===== config.mk =====
export PLATFORM = sky130hd
export DESIGN_NAME = led_sweep_ctrl_flat
export DESIGN_NICKNAME = d
export VERILOG_FILES = /design/src/rtl/led_sweep_ctrl_pkg.sv /design/src/rtl/led_sweep_ctrl_if.sv /design/src/rtl/led_dwell_timer.sv /design/src/rtl/led_sweep_ctrl.sv /design/src/flat_wrapper.sv
export SDC_FILE = /design/constraint.sdc
export NUM_CORES = 1
export LEC_CHECK = 0
export CAP_MARGIN = 20
export CORE_AREA = 4 4 71 73
export DETAILED_ROUTE_END_ITERATION = 10
export DIE_AREA = 0 0 75 77
export SLEW_MARGIN = 0
export SYNTH_ARGS = -nofsm -noshare
export SYNTH_HDL_FRONTEND = slang
export SYNTH_SLANG_ARGS = --single-unit

===== constraint.sdc =====
create_clock -name clk -period 2.7 [get_ports clk]
set_clock_uncertainty 0.2 [all_clocks]
set_input_delay 0.27 -clock clk [delete_from_list [all_inputs] [get_ports clk]]
set_output_delay 0.27 -clock clk [all_outputs]
set_load 0.1 [all_outputs]

===== src/rtl/led_sweep_ctrl_pkg.sv =====
// rtl/led_sweep_ctrl_pkg.sv - shared types and sizes for the LED sweep sequencer
package led_pkg;

    localparam int VEC_W   = 3;
    localparam int NUM_VEC = 8;
    localparam int TT_W    = 8;
    localparam int CNT_W   = 8;

    typedef enum logic [1:0] {
        ST_IDLE  = 2'd0,
        ST_APPLY = 2'd1,
        ST_DONE  = 2'd2
    } state_t;

endpackage


===== src/rtl/led_sweep_ctrl_if.sv =====
// rtl/led_sweep_ctrl_if.sv - control/status and LED-drive signals of the sweep sequencer
interface led_sweep_ctrl_if;

    logic       start_i;
    logic       abort_i;
    logic [7:0] expected_i;
    logic       S_o;
    logic       P_o;
    logic       V_o;
    logic       L_i;
    logic       busy_o;
    logic       done_o;
    logic [7:0] truth_o;
    logic       mismatch_o;

    // Sequencer side
    modport slave (
        input  start_i, abort_i, expected_i, L_i,
        output S_o, P_o, V_o, busy_o, done_o, truth_o, mismatch_o
    );

    // Host / LED-logic side
    modport master (
        output start_i, abort_i, expected_i, L_i,
        input  S_o, P_o, V_o, busy_o, done_o, truth_o, mismatch_o
    );

endinterface


===== src/rtl/led_dwell_timer.sv =====
// rtl/led_dwell_timer.sv - per-vector dwell counter with terminal count at DWELL-1
module led_dwell_timer
    import led_pkg::*;
#(
    parameter int DWELL = 4
) (
    input  logic clk,
    input  logic rst_n,
    input  logic load_i,
    input  logic en_i,
    output logic tc_o
);

    localparam logic [CNT_W-1:0] TC_VAL = CNT_W'(DWELL - 1);

    logic [CNT_W-1:0] cnt_q;
    logic [CNT_W-1:0] cnt_d;

    // Load clears the count; enable advances it by one.
    always_comb begin
        cnt_d = cnt_q;
        if (load_i) begin
            cnt_d = '0;
        end else if (en_i) begin
            cnt_d = cnt_q + CNT_W'(1);
        end
    end

    // Count register with synchronous active-low reset.
    always_ff @(posedge clk) begin
        if (!rst_n) begin
            cnt_q <= '0;
        end else begin
            cnt_q <= cnt_d;
        end
    end

    assign tc_o = (cnt_q == TC_VAL);

endmodule


===== src/rtl/led_sweep_ctrl.sv =====
// rtl/led_sweep_ctrl.sv - sweeps all S/P/V vectors through the LED logic and checks its truth table
module led_sweep_ctrl
    import led_pkg::*;
#(
    parameter int DWELL = 4
) (
    input  logic                    clk,
    input  logic                    rst_n,
    led_sweep_ctrl_if.slave         bus
);

    localparam logic [VEC_W-1:0] LAST_IDX = VEC_W'(NUM_VEC - 1);

    state_t            state_q, state_d;
    logic [VEC_W-1:0]  idx_q, idx_d;
    logic [VEC_W-1:0]  vec_q, vec_d;
    logic [TT_W-1:0]   truth_q, truth_d;
    logic [TT_W-1:0]   exp_q, exp_d;
    logic              mis_q, mis_d;
    logic              done_q, done_d;

    logic              tmr_load;
    logic              tmr_en;
    logic              tmr_tc;

    led_dwell_timer #(
        .DWELL (DWELL)
    ) u_timer (
        .clk    (clk),
        .rst_n  (rst_n),
        .load_i (tmr_load),
        .en_i   (tmr_en),
        .tc_o   (tmr_tc)
    );

    // State and datapath registers; reset returns everything to idle/zero.
    always_ff @(posedge clk) begin
        if (!rst_n) begin
            state_q <= ST_IDLE;
            idx_q   <= '0;
            vec_q   <= '0;
            truth_q <= '0;
            exp_q   <= '0;
            mis_q   <= 1'b0;
            done_q  <= 1'b0;
        end else begin
            state_q <= state_d;
            idx_q   <= idx_d;
            vec_q   <= vec_d;
            truth_q <= truth_d;
            exp_q   <= exp_d;
            mis_q   <= mis_d;
            done_q  <= done_d;
        end
    end

    // Next state: abort has priority over the final sample of the sweep.
    always_comb begin
        state_d = state_q;
        case (state_q)
            ST_IDLE:  if (bus.start_i) state_d = ST_APPLY;
            ST_APPLY: begin
                if (bus.abort_i) begin
                    state_d = ST_IDLE;
                end else if (tmr_tc && (idx_q == LAST_IDX)) begin
                    state_d = ST_DONE;
                end
            end
            ST_DONE:  state_d = ST_IDLE;
            default:  state_d = ST_IDLE;
        endcase
    end

    // Datapath: vector drive, truth-table capture, compare and timer control.
    always_comb begin
        idx_d    = idx_q;
        vec_d    = vec_q;
        truth_d  = truth_q;
        exp_d    = exp_q;
        mis_d    = mis_q;
        done_d   = (state_q == ST_DONE);
        tmr_load = 1'b0;
        tmr_en   = 1'b0;
        case (state_q)
            ST_IDLE: begin
                vec_d = '0;
                if (bus.start_i) begin
                    idx_d    = '0;
                    truth_d  = '0;
                    mis_d    = 1'b0;
                    exp_d    = bus.expected_i;
                    tmr_load = 1'b1;
                end
            end
            ST_APPLY: begin
                if (bus.abort_i) begin
                    vec_d    = '0;
                    tmr_load = 1'b1;
                end else if (tmr_tc) begin
                    truth_d[idx_q] = bus.L_i;
                    tmr_load       = 1'b1;
                    if (idx_q == LAST_IDX) begin
                        vec_d = '0;
                        mis_d = ({bus.L_i, truth_q[TT_W-2:0]} != exp_q);
                    end else begin
                        idx_d = idx_q + VEC_W'(1);
                        vec_d = idx_q + VEC_W'(1);
                    end
                end else begin
                    tmr_en = 1'b1;
                end
            end
            default: begin
                vec_d = '0;
            end
        endcase
    end

    assign bus.S_o        = vec_q[2];
    assign bus.P_o        = vec_q[1];
    assign bus.V_o        = vec_q[0];
    assign bus.busy_o     = (state_q == ST_APPLY);
    assign bus.done_o     = done_q;
    assign bus.truth_o    = truth_q;
    assign bus.mismatch_o = mis_q;

endmodule


===== src/flat_wrapper.sv =====
// flat-port wrapper written by rule: the top's interface ports become plain ports
module led_sweep_ctrl_flat import led_pkg::*;
#(
    parameter int DWELL = 4
)
  (clk, rst_n, bus_start_i, bus_abort_i, bus_expected_i, bus_L_i, bus_S_o, bus_P_o, bus_V_o, bus_busy_o, bus_done_o, bus_truth_o, bus_mismatch_o);
  led_sweep_ctrl_if bus_i ();
  input  logic clk;
  input  logic rst_n;
  input wire logic [$bits(bus_i.start_i)-1:0] bus_start_i;
  input wire logic [$bits(bus_i.abort_i)-1:0] bus_abort_i;
  input wire logic [$bits(bus_i.expected_i)-1:0] bus_expected_i;
  input wire logic [$bits(bus_i.L_i)-1:0] bus_L_i;
  output wire logic [$bits(bus_i.S_o)-1:0] bus_S_o;
  output wire logic [$bits(bus_i.P_o)-1:0] bus_P_o;
  output wire logic [$bits(bus_i.V_o)-1:0] bus_V_o;
  output wire logic [$bits(bus_i.busy_o)-1:0] bus_busy_o;
  output wire logic [$bits(bus_i.done_o)-1:0] bus_done_o;
  output wire logic [$bits(bus_i.truth_o)-1:0] bus_truth_o;
  output wire logic [$bits(bus_i.mismatch_o)-1:0] bus_mismatch_o;
  assign bus_i.start_i = bus_start_i;
  assign bus_i.abort_i = bus_abort_i;
  assign bus_i.expected_i = bus_expected_i;
  assign bus_i.L_i = bus_L_i;
  assign bus_S_o = bus_i.S_o;
  assign bus_P_o = bus_i.P_o;
  assign bus_V_o = bus_i.V_o;
  assign bus_busy_o = bus_i.busy_o;
  assign bus_done_o = bus_i.done_o;
  assign bus_truth_o = bus_i.truth_o;
  assign bus_mismatch_o = bus_i.mismatch_o;
  led_sweep_ctrl #(.DWELL(DWELL)) u_core (.clk(clk), .rst_n(rst_n), .bus(bus_i));
endmodule

==> impl_results.md, run 1 <==
* Vias in the first global route at ~1,400
* Post-synth top area cell: dfxtp_1
* PostCTS Resize Cnt at 0
* Worst rel slew slack at 57.93%
* Max-cap viol count at 0
* Fillers at around 440
* Dpl ws at 0.4682 ns
* Final WS setup at 0.4661 ns
* Fin nets at 239
* Starting Density at 39.25%
* Max Fclk at 0.4476 GHz
* Seq pwr share at between 40 and 50%
* DRC marker count from the first detailed-route iteration at 116
* Synth Instances at just under 200
* Tmin final at roughly 2.2 ns
* Root buf cell: clkbuf_8
* # DRC at 0
* CTS tree: built
* Crit-path slowest cell: o211ai_1
* Kind of critical path: reg2reg
* Slew Limit Fails at 0
* I/O Pins at 27
* Setup tns final at 0 ns
* Post-Route M1 WL at between 1500 and 2000 um
* Worst-path cell chain: ha_1 > nor4b_4 > a21oi_1 > o211ai_1 > o21ba_2
* Overall Power at 1.083 mW
* Worst EP required at ~2.7 ns
* Die X at 75 um
* Yosys reg bits at 34
* Final hold viol count at 0
* Share of Yosys cell area claimed by the top area cell type at between 30% and 40%
* Routed wire per std cell at approximately 14 um
* Wire length on met3 at 170 um
* Uppermost layer routed: met4
* Distinct cells, synth at 50
* Status: complete, no violations
* Dominant cells by area after synthesis: dfxtp_1 40%, nand2_1 7.0%, xnor2_1 6.7%
* Initial antenna violation count at 0
* Worst Path Arrival at 2.21 ns
* Clk pin slew, worst setup/hold paths at approximately 0.07 ns
* Post-CTS Setup Inserts at 0
* Core area at roughly 4400 sq um
* Internal cell power at roughly 0.8 mW
* Layout cells sized above 1 at between 10% and 20%
* Post-DP HPWL at a little under 3000 um
* Metal2 WL at 1830 um
* Post-synth EDFFs at 0
* Sink Count at 34
* Final setup fails at 0
* Hold Slack at roughly 0.26 ns
* Number of diodes at 0
* Tightest Hold Check Type: reg2reg
* Worst Path Max Fanout at 8
* Area Growth Syn to Fin at 21.60%
* CTS Buffer Depth at 2
* Switching pwr at between 0.2 and 0.3 mW
* Site Rows at 24
* Die area at roughly 5800 sq um
* Skew-Pair Late Insertion Delay at approximately 0.28 ns
* Buffers & Inverters on Critical Path at 0
* Cell area power density at roughly 520 nW/um^2
* Iteration count of the initial detailed-routing pass at 4
* CTS HTree Levels at 2
* Via density at 5.268
* Placed cell area at roughly 2000 sq um
* Slowest cell delay on critical path at roughly 0.54 ns
* Synth Area per Inst at 8.676 sq um
* CP delay by family, top: compound AO/OA/AOI/OAI gates
* Ys async rst share at 0%
* GPL Wtd Cong at around 0.78
* RSZ-0062 raised after global routing: no
* DR vias at roughly 1,500
* Global Route Usage Sum at ~14%
* Post-Syn Area at ~1700 sq um
* Crit path launch type: register
* Syn. warnings at 0
* Fin cells at around 280
* Grt ovf at 0
* Finished Cell Area at a little over 2000 sq um
* Synthesized Nets at about 210
* IO Port Bufs at 26
* DP Cell Count at between 200 and 300
* Slew @ Worst Pin at 0.6283 ns
* Top FF cell, synth: dfxtp_1
* Global-route wire length before repair at approximately 6500 um
* Worst vdd ir at between 0.0003 and 0.0004 V
* WL final at about 4000 um
* Largest net degree at the start of global routing at 25
* Sequential share of the synthesized area at between 30% and 40%
* Combinational share of power at between 10% and 20%
* Final core utilization at roughly 48%
* Pleak at 0.7541 nW
* Post-CTS Hold Fix Bufs at 0
* Post-DRT Antenna Nets at 0
* Element type at the critical path end: register
* Net switching fraction of the power at between 20% and 30%
* Die height at 77 um
* Fin crit share at 82.74%
* Cts bufs inserted at 5
* Clock Power Share at about 40%
==> layout make-up <==
type	instances	area (sq um)	area share [%]
clock buffers	8	110.1	5.298
flip-flops and latches	34	680.7	32.75
well taps	52	65.06	3.131
inverters	2	7.507	0.3612
repair buffers	28	240.2	11.56
multi-input cells	152	974.7	46.90
==> cell usage in the layout (no fill, tap or decap), types with 3 or more instances in the layout <==
cell type,count
nor2_1,12
nand2_1,32
a31oi_1,4
clkdlybuf4s50_1,12
nor3_1,8
buf_4,16
nand4_1,3
dfxtp_1,34
ha_1,3
nand2b_1,3
a21oi_1,9
o311ai_0,4
xnor2_1,13
clkbuf_8,8
nand3_1,4
o21ai_0,10
a21boi_0,10
nor2b_1,3
==> cells by family (layout without fill, tap and decap cells) <==
logic type / Yosys count / in the layout / synth area share (%)
flops: 34 / 34 / 39.82
mux: 1 / 1 / 0.5857
xor+xnor: 14 / 14 / 7.174
buf+inv: 11 / 38 / 3.148
compound gates: 52 / 52 / 20.42
fa+ha+maj: 3 / 3 / 2.196
simple gates: 82 / 82 / 26.65
==> cells in the mapped netlist, drive strengths merged, types with 2 or more instances <==
library cell and n:
nand4 4, o211ai 2, a21boi 11, a31oi 4, a21o 2, dfxtp 34, clkbuf 6, xnor2 13
nor3 9, nand2b 3, ha 3, nor2 13, o311ai 4, nand2 33, a21oi 9, inv 2
buf 3, o21ai 11, nor2b 3, o31ai 2, nand3 4, or3 3
==> routing by layer <==
metal / vias to the layer above / track usage [%]
li1: 758 / -
met1: 663 / 19.79
met2: 28 / 21.60
met3: 5 / 4.052
met4: 0 / 4.270
met5: - / 0
==> power by group through the flow <==
stage | Sequential [mW] | Clock [mW] | Combinational (mW)
finish | 0.524 | 0.434 | 0.124
floorplan | 0.531 | 0 | 0.0829
global route | 0.526 | 0.469 | 0.137
global placement | 0.536 | 0 | 0.125
detailed placement | 0.536 | 0 | 0.125
CTS | 0.525 | 0.444 | 0.126
==> worst reg2reg max path, stage by stage (launching register included) <==
cell and delay [ns]:
dfxtp_1 0.37, ha_1 0.27, nor4b_4 0.40, a21oi_1 0.12, o211ai_1 0.54, o21ba_2 0.24
==> sequential cells by signal, summed over array words and instances (netlist names) <==
name / count
u_core.vec_q: 3
u_core.bus.truth_o: 8
u_core.u_timer.cnt_q: 8
u_core.idx_q: 3
u_core.exp_q: 8
u_core.bus.done_o: 1
u_core.state_q: 2
u_core.bus.mismatch_o: 1
==> final timing paths <==
kind	startpoint	end	slack (ns)	depth (start not counted)
max reg2reg	u_core.u_timer.cnt_q[0]	u_core.u_timer.cnt_q[2]	0.47	5
max	u_core.u_timer.cnt_q[0]	u_core.u_timer.cnt_q[2]	0.47	5
min	u_core.vec_q[0]	u_core.vec_q[0]	0.26	2
min reg2reg	u_core.vec_q[0]	u_core.vec_q[0]	0.26	2
Note: power is estimated with default switching activity, not from simulation.
==> run 2: changes to the inputs <==
==> constraint.sdc (replaced) <==
create_clock -name clk -period 2.32 [get_ports clk]
set_clock_uncertainty 0.2 [all_clocks]
set_input_delay 0.232 -clock clk [delete_from_list [all_inputs] [get_ports clk]]
set_output_delay 0.232 -clock clk [all_outputs]
set_load 0.1 [all_outputs]
==> impl_results.md, run 2 (same netlist as run 1, synthesis figures left out) <==
* Sequential cell area at slightly below 700 sq um
* Hold Startpoint: u_core.vec_q[2]
* Pleak at about 0.8 nW
* Site Rows at 24
* Starting Density at roughly 39%
* RSZ-0062 raised after global routing: no
* Worst flop-to-flop path startpoint: u_core.u_timer.cnt_q[0]
* Tightest Hold Check Type: reg2reg
* Root buf cell: clkbuf_8
* Internal reg-to-reg setup slack at 0.27 ns
* Hold Crit Depth at 2
* Status: complete, no violations
* Global-route wire length before repair at just over 7000 um
* Final core utilization at between 40% and 50%
* Clk pin slew, worst setup/hold paths at approximately 0.060 ns
* GPL Wtd Cong at ~0.85
* Kind of critical path: reg2reg
* CP delay by family, top: simple AND/OR/NAND/NOR gates
* # DRC at 0
* R2R cell count at 5
* Via density at 5.206
* Layout cells sized above 1 at approximately 17%
* Element type at the critical path end: register
* Post-CTS Hold Fix Bufs at 0
* Crit-path slowest cell: or4b_4
* Area Growth Syn to Fin at 23.79%
* Tmin final at between 2 and 2.5 ns
* CTS HTree Levels at 2
* Number of diodes at 0
* Slew Limit Fails at 0
* Sink Count at 34
* Iteration count of the initial detailed-routing pass at 2
* Final WS setup at roughly 0.27 ns
* Buffers & Inverters on Critical Path at 0
* Die area at approximately 5800 sq um
* Commonest cells after routing, fill and taps aside: 34 x dfxtp_1, 32 x nand2_1, 22 x buf_4
* Hold Slack at 0.2575 ns
* Fin crit share at 88.56%
* Max-cap viol count at 0
* Hold EP: u_core.vec_q[2]
* Die X at about 75 um
* Worst-path cell chain: ha_1 > or4b_4 > nor2_4 > nand4_2 > o31ai_1
* Core area at 4354 sq um
* Setup tns final at 0 ns
* Fin nets at ~250
* Worst EP required at between 2 and 2.5 ns
* Routed wire per std cell at approximately 14 um
* Slew @ Worst Pin at about 0.69 ns
* Vias in the first global route at 1,474
* Slowest cell delay on critical path at roughly 0.52 ns
* Post-CTS Setup Inserts at 0
* Grt ovf at 0
* Worst vdd ir at ~0.00033 V
* Initial antenna violation count at 0
* PostCTS Resize Cnt at 0
* Post-DRT Antenna Nets at 0
* Cts bufs inserted at 5
* Post-DP HPWL at approximately 3000 um
* Largest net degree at the start of global routing at 25
* Cell area power density at ~560 nW/um^2
* CTS tree: built
* DRC marker count from the first detailed-route iteration at slightly below 80
* Fillers at between 400 and 500
* Most common cell after layout, fill and taps aside: dfxtp_1
* Reg2reg end: u_core.bus.truth_o[2]
* DR vias at about 1,500
* Die height at between 70 and 80 um
* Dpl ws at approximately 0.22 ns
* Worst Path Arrival at 2.05 ns
* Worst Path Max Fanout at 6
* Area of the multi-input gates at about 970 sq um
* WL final at 4046 um
* Final setup fails at 0
* Fin cells at approximately 280
* Worst rel slew slack at 53.76%
* Final hold viol count at 0
* Global Route Usage Sum at between 15 and 20%
* Skew-Pair Late Insertion Delay at 0.28 ns
* DP Cell Count at 275
* Max Fclk at between 0.4 and 0.5 GHz
* I/O Pins at 27
* Setup crit start: u_core.u_timer.cnt_q[0]
* IO Port Bufs at 26
* Crit path launch type: register
* CTS Buffer Depth at 2
-- run 2: per-layer routing --
| metal | up-vias | GRT usage (%) | share of wire [%] |
|---|---|---|---|
| met5 | - | 0 | 0 |
| met4 | 0 | 5.872 | 1.6 |
| met3 | 5 | 3.922 | 4.0 |
| met2 | 20 | 24.30 | 47 |
| met1 | 665 | 20.92 | 47 |
| li1 | 773 | - | - |
-- run 2: where the power goes --
group	switching (mW)	internal, mW	leakage [nW]
logic	0.0887	0.0704	0.460
registers	0.0132	0.598	0.276
clock network	0.195	0.228	0.0431
-- run 2: how the worst max path moves through the flow --
stage,cells after the start,slack [ns],to
after floorplan,6,0.29,u_core.bus.truth_o[5]
after global placement,5,0.23,u_core.u_timer.cnt_q[1]
after detailed placement,5,0.22,u_core.u_timer.cnt_q[1]
after CTS,5,0.27,u_core.bus.truth_o[2]
after global routing,5,0.08,u_core.bus.truth_o[3]
final,5,0.27,u_core.bus.truth_o[2]
-- run 2: final cells by class --
type                    instances  area share (%)
multi-input cells             152           46.07
well taps                      52           3.075
inverters                       2          0.3548
clock buffers                   6           3.903
repair buffers                 35           14.43
flip-flops and latches         34           32.17
-- run 2: metrics by stage --
step | cell area [sq um] | power, mW
3_3_place_gp | 2033 | 0.7839
3_5_place_dp | 2033 | 0.7835
4_1_cts | 2116 | 1.213
5_1_grt | 2116 | 1.251
6_report | 2116 | 1.194
2_1_floorplan | 1709 | 0.7144
-- run 2: worst reg2reg max path, stage by stage (launching register included) --
cell	delay, ns
dfxtp_1	0.36
ha_1	0.26
or4b_4	0.52
nor2_4	0.20
nand4_2	0.17
o31ai_1	0.25
==> RTL change 1 (config.mk and constraints of run 2) <==
Encoding of `state_t`: now one-hot (3 bits for 3 states).
--- a/src/rtl/led_sweep_ctrl_pkg.sv
+++ b/src/rtl/led_sweep_ctrl_pkg.sv
@@ -6,10 +6,10 @@
     localparam int TT_W    = 8;
     localparam int CNT_W   = 8;
 
-    typedef enum logic [1:0] {
-        ST_IDLE  = 2'd0,
-        ST_APPLY = 2'd1,
-        ST_DONE  = 2'd2
+    typedef enum logic [2:0] {
+        ST_IDLE  = 3'b001,
+        ST_APPLY = 3'b010,
+        ST_DONE  = 3'b100
     } state_t;
 
 endpackage
Formal check against the unedited RTL: same outputs for any inputs over 10 cycles, from zero or initial values and one cycle with rst_n low; not proved beyond that.
==> RTL change 1 against run 2 <==
Area after synthesis is 0.22% lower; fmax is 5.8% lower; sequential cell count is 1 higher; count of clock-buffer cells in the layout stayed put; cell area is 1.2% higher; critical endpoint is now u_core.bus.truth_o[4]$_SDFFE_PN0P_; worst setup slack worse by 0.13 ns; sequential share of layout area is 0.54 points higher; clock power is 33% higher; utilization is 0.60 points higher; power is 7.9% higher; synthesized cell count is 3.6% lower; routed wire length is 3.7% lower.
==> RTL change 1: results (changes against run 2) <==
internal power summed over all cells 1.01 mW (+13%); Worst VDD drop 301 uV (-7.7%); clock sink total 35 (+2.9%); via count of the first global-routing pass 1490 (+1.1%); Critical Path Max Stage Delay 0.46 ns (-0.06 ns); maximum number of pins on one net before global-route repair 14 (-44%); fraction of synthesized cell area in xor and xnor cells 7.70% (+0.53 points); portion of the layout cell area used by clock cells 5.49% (+1.6 points); number of DRC violations after detailed-routing iteration 0 51 (-35%); measured slew at the worst slew-check pin 0.608 ns (-0.0790 ns); met1 WL 1740 um (-8.5%); status completed; final non-filler cell total 273 (-2.8%); global-route wire length before repair 6680 um (-5.7%); Total Power Consumption 1.29 mW (+7.9%); worst hold slack 0.254 ns (-0.00337 ns); share of the final layout cell area in multi-input gates 44.7% (-1.4 points); Pre-antenna DRT Iters 5 (+3); register area share after synthesis 41.1% (+1.3 points); relative contribution of sequential cells to total power 48.3% (-2.9 points); total length of routed met2 wires 1940 um (+1.0%); Final Routed Wirelength 3900 um (-3.7%); number of fill cells in the layout 410 (-3.3%); average via count per standard cell 5.45 (+4.7%); capture point of the worst reg-to-reg path u_core.bus.truth_o[4]$_SDFFE_PN0P_; total leakage power 0.759 nW (-2.5%); Synth top cells by count 35 x dfxtp_1, 29 x nand2_1, 14 x xnor2_1; GRT Total Usage 14.7% (-1.0 points); fraction of layout instances using a drive strength above 1 15.8% (-1.2 points); start point of the worst hold path u_core.vec_q[0]$_SDFFE_PP0P_; capture endpoint of the worst hold path u_core.vec_q[0]$_SDFFE_PP0P_; cell area after placement 0.00202 mm2 (-0.43%); length of routed met3 wiring 198 um (+22%); worst-path fanout max 7 (+1); Multi-input comb cells 143 (-5.9%); clock share of power 43.7% (+8.2 points); global routing met2 resource utilization 23.3% (-1.0 points); met3 capacity usage during global routing 4.71% (+0.78 points); Area contributors post-synth dfxtp_1 41%, xnor2_1 7.2%, nand2_1 6.4%; count of distinct cell types in the synthesized netlist 42 (-16%)
[RTL change 1: worst max-delay path by stage]
stage                                                    start                                    to  slack [ns]  cells after the start
after detailed placement                           bus_abort_i  u_core.u_timer.cnt_q[1]$_SDFFE_PP0P_        0.13                      5
after CTS                 u_core.u_timer.cnt_q[0]$_SDFFE_PP0P_    u_core.bus.truth_o[4]$_SDFFE_PN0P_        0.15                      5
final                     u_core.u_timer.cnt_q[0]$_SDFFE_PP0P_    u_core.bus.truth_o[4]$_SDFFE_PN0P_        0.14                      5
after floorplan                 u_core.state_q[2]$_SDFFE_PN0P_    u_core.bus.truth_o[1]$_SDFFE_PN0P_        0.03                      6
after global placement                             bus_abort_i  u_core.u_timer.cnt_q[1]$_SDFFE_PP0P_        0.19                      5
after global routing      u_core.u_timer.cnt_q[0]$_SDFFE_PP0P_    u_core.bus.truth_o[4]$_SDFFE_PN0P_        0.01                      5
==> RTL change 2 (flow settings as in run 2) <==
Without the edit above. Change the package constant `VEC_W` from 3 to 6.
--- a/src/rtl/led_sweep_ctrl_pkg.sv
+++ b/src/rtl/led_sweep_ctrl_pkg.sv
@@ -1,7 +1,7 @@
 // rtl/led_sweep_ctrl_pkg.sv - shared types and sizes for the LED sweep sequencer
 package led_pkg;
 
-    localparam int VEC_W   = 3;
+    localparam int VEC_W   = 6;
     localparam int NUM_VEC = 8;
     localparam int TT_W    = 8;
     localparam int CNT_W   = 8;
Function: same outputs for any inputs over 10 cycles, from zero or initial values and one cycle with rst_n low; that may be too few to reach the edited logic, so the function may still have changed.
==> RTL change 2 against run 2 <==
Power grew 4.6%; hold slack gained 0.0015 ns; clock power grew 5.2%; first-iteration DRC count grew 15%; sequential cell count grew 3; synthesized cell count grew 3.0%; worst setup slack lost 0.026 ns; non-clock buffer count grew 4; area after synthesis grew 4.3%; cell area grew 5.3%; count of clock-buffer cells in the layout grew 1; utilization grew 2.6 points; routed wire length grew 4.6%.
==> RTL change 2: results (changes against run 2) <==
Worst VDD drop 239 uV (-27%); number of fill cells in the layout 425 (+0.24%); cell type of the slowest stage on the worst timing path or4b_1; capture endpoint of the worst hold path u_core.vec_q[1]$_SDFFE_PP0P_; Multi-input comb cells 154 (+1.3%); Warnings, synthesis 0 (unchanged); sequential share of cell area 33.2% (+1.1 points); setup repair bufs after CTS 0 (unchanged); Clock buffer cells 7 (+1); met3 capacity usage during global routing 4.71% (+0.78 points); Synth top cells by count 37 x dfxtp_1, 22 x nor2_1, 19 x nand2_1; Final non-clock buffer share 15.0% (+0.62 points); nets in the synthesized netlist 218 (+2.3%); Critical Path Max Stage Delay 0.47 ns (-0.05 ns); number of DRC violations after detailed-routing iteration 0 90 (+15%); Arrival @ worst endpoint 2.08 ns (+0.03 ns); global placement routability congestion 0.796 (-6.8%); worst setup path endpoint u_core.idx_q[3]$_SDFFE_PN0P_; number of non-clock buffers 39 (+11%); Clk power 0.446 mW (+5.2%); fraction of layout instances using a drive strength above 1 16.3% (-0.78 points); worst-path fanout max 13 (+7); length of routed met3 wiring 147 um (-9.3%); Psw 0.302 mW (+1.6%); count of distinct cell types in the synthesized netlist 44 (-12%); start point of the worst hold path u_core.vec_q[1]$_SDFFE_PP0P_; via count of the first global-routing pass 1539 (+4.4%); worst relative slew slack 68.0% (+14 points); status completed; nonclk inv count 3 (+1); met1 WL 2020 um (+6.3%); Final Routed Wirelength 4230 um (+4.6%); DP HPWL 3080 um (+2.6%); dpl cells 285 (+3.6%); GRT Total Usage 16.1% (+0.38 points); cell depth of the worst flop-to-flop path 6 (+1); cell count after synthesis 203 (+3.0%); multi-input gate area in the final layout 990 um2 (+1.5%); proportion of netlist area held by the largest area contributor 41.5% (+1.7 points); portion of the layout cell area used by clock cells 3.87% (-0.029 points); global routing met2 resource utilization 24.4% (+0.087 points); total length of routed met2 wires 2030 um (+6.0%); register area share after synthesis 41.5% (+1.7 points); flop2flop setup slack 0.24 ns (-0.03 ns); total leakage power 0.887 nW (+14%); clock sink total 37 (+8.8%); combinational share of power 11.6% (-1.7 points); global-route wire length before repair 7190 um (+1.6%); Area contributors post-synth dfxtp_1 42%, nor2_1 4.6%, a32o_1 4.5%; maximum number of pins on one net before global-route repair 15 (-40%); net count reported at finish 255 (+3.7%); total via count in the routed design 1564 (+6.9%); maximum root-to-sink buffer count 2 (unchanged); GR Util met1 22.0% (+1.1 points); Pre-antenna DRT Iters 4 (+2); average via count per standard cell 5.36 (+2.9%)
-- RTL change 2: cell types whose count changed in the layout (fill, tap and decap cells not counted), moves of 8 or more --
cell / change
xnor2_1: -8
xor2_1: +8
a21boi_0: -10
nor2_1: +10
a32o_1: +8
nand2_1: -13
-- RTL change 2: metrics by stage --
step           instance area, um2  hold slack [ns]  setup WS (ns)  power (mW)
5_1_grt                      2230            0.287         0.0807        1.32
6_report                     2230            0.259          0.239        1.25
3_5_place_dp                 2140            0.249          0.166       0.817
2_1_floorplan                1780            0.179          0.403       0.760
4_1_cts                      2230            0.261          0.209        1.27
3_3_place_gp                 2140            0.247          0.198       0.817
-- RTL change 2: logic make-up after synthesis --
logic type,Yosys count,share of synthesized area (%)
mux,8,4.49
flops,37,41.5
compound gates,47,17.9
fa+ha+maj,2,1.40
xor+xnor,14,6.88
simple gates,83,24.8
buf+inv,12,2.95
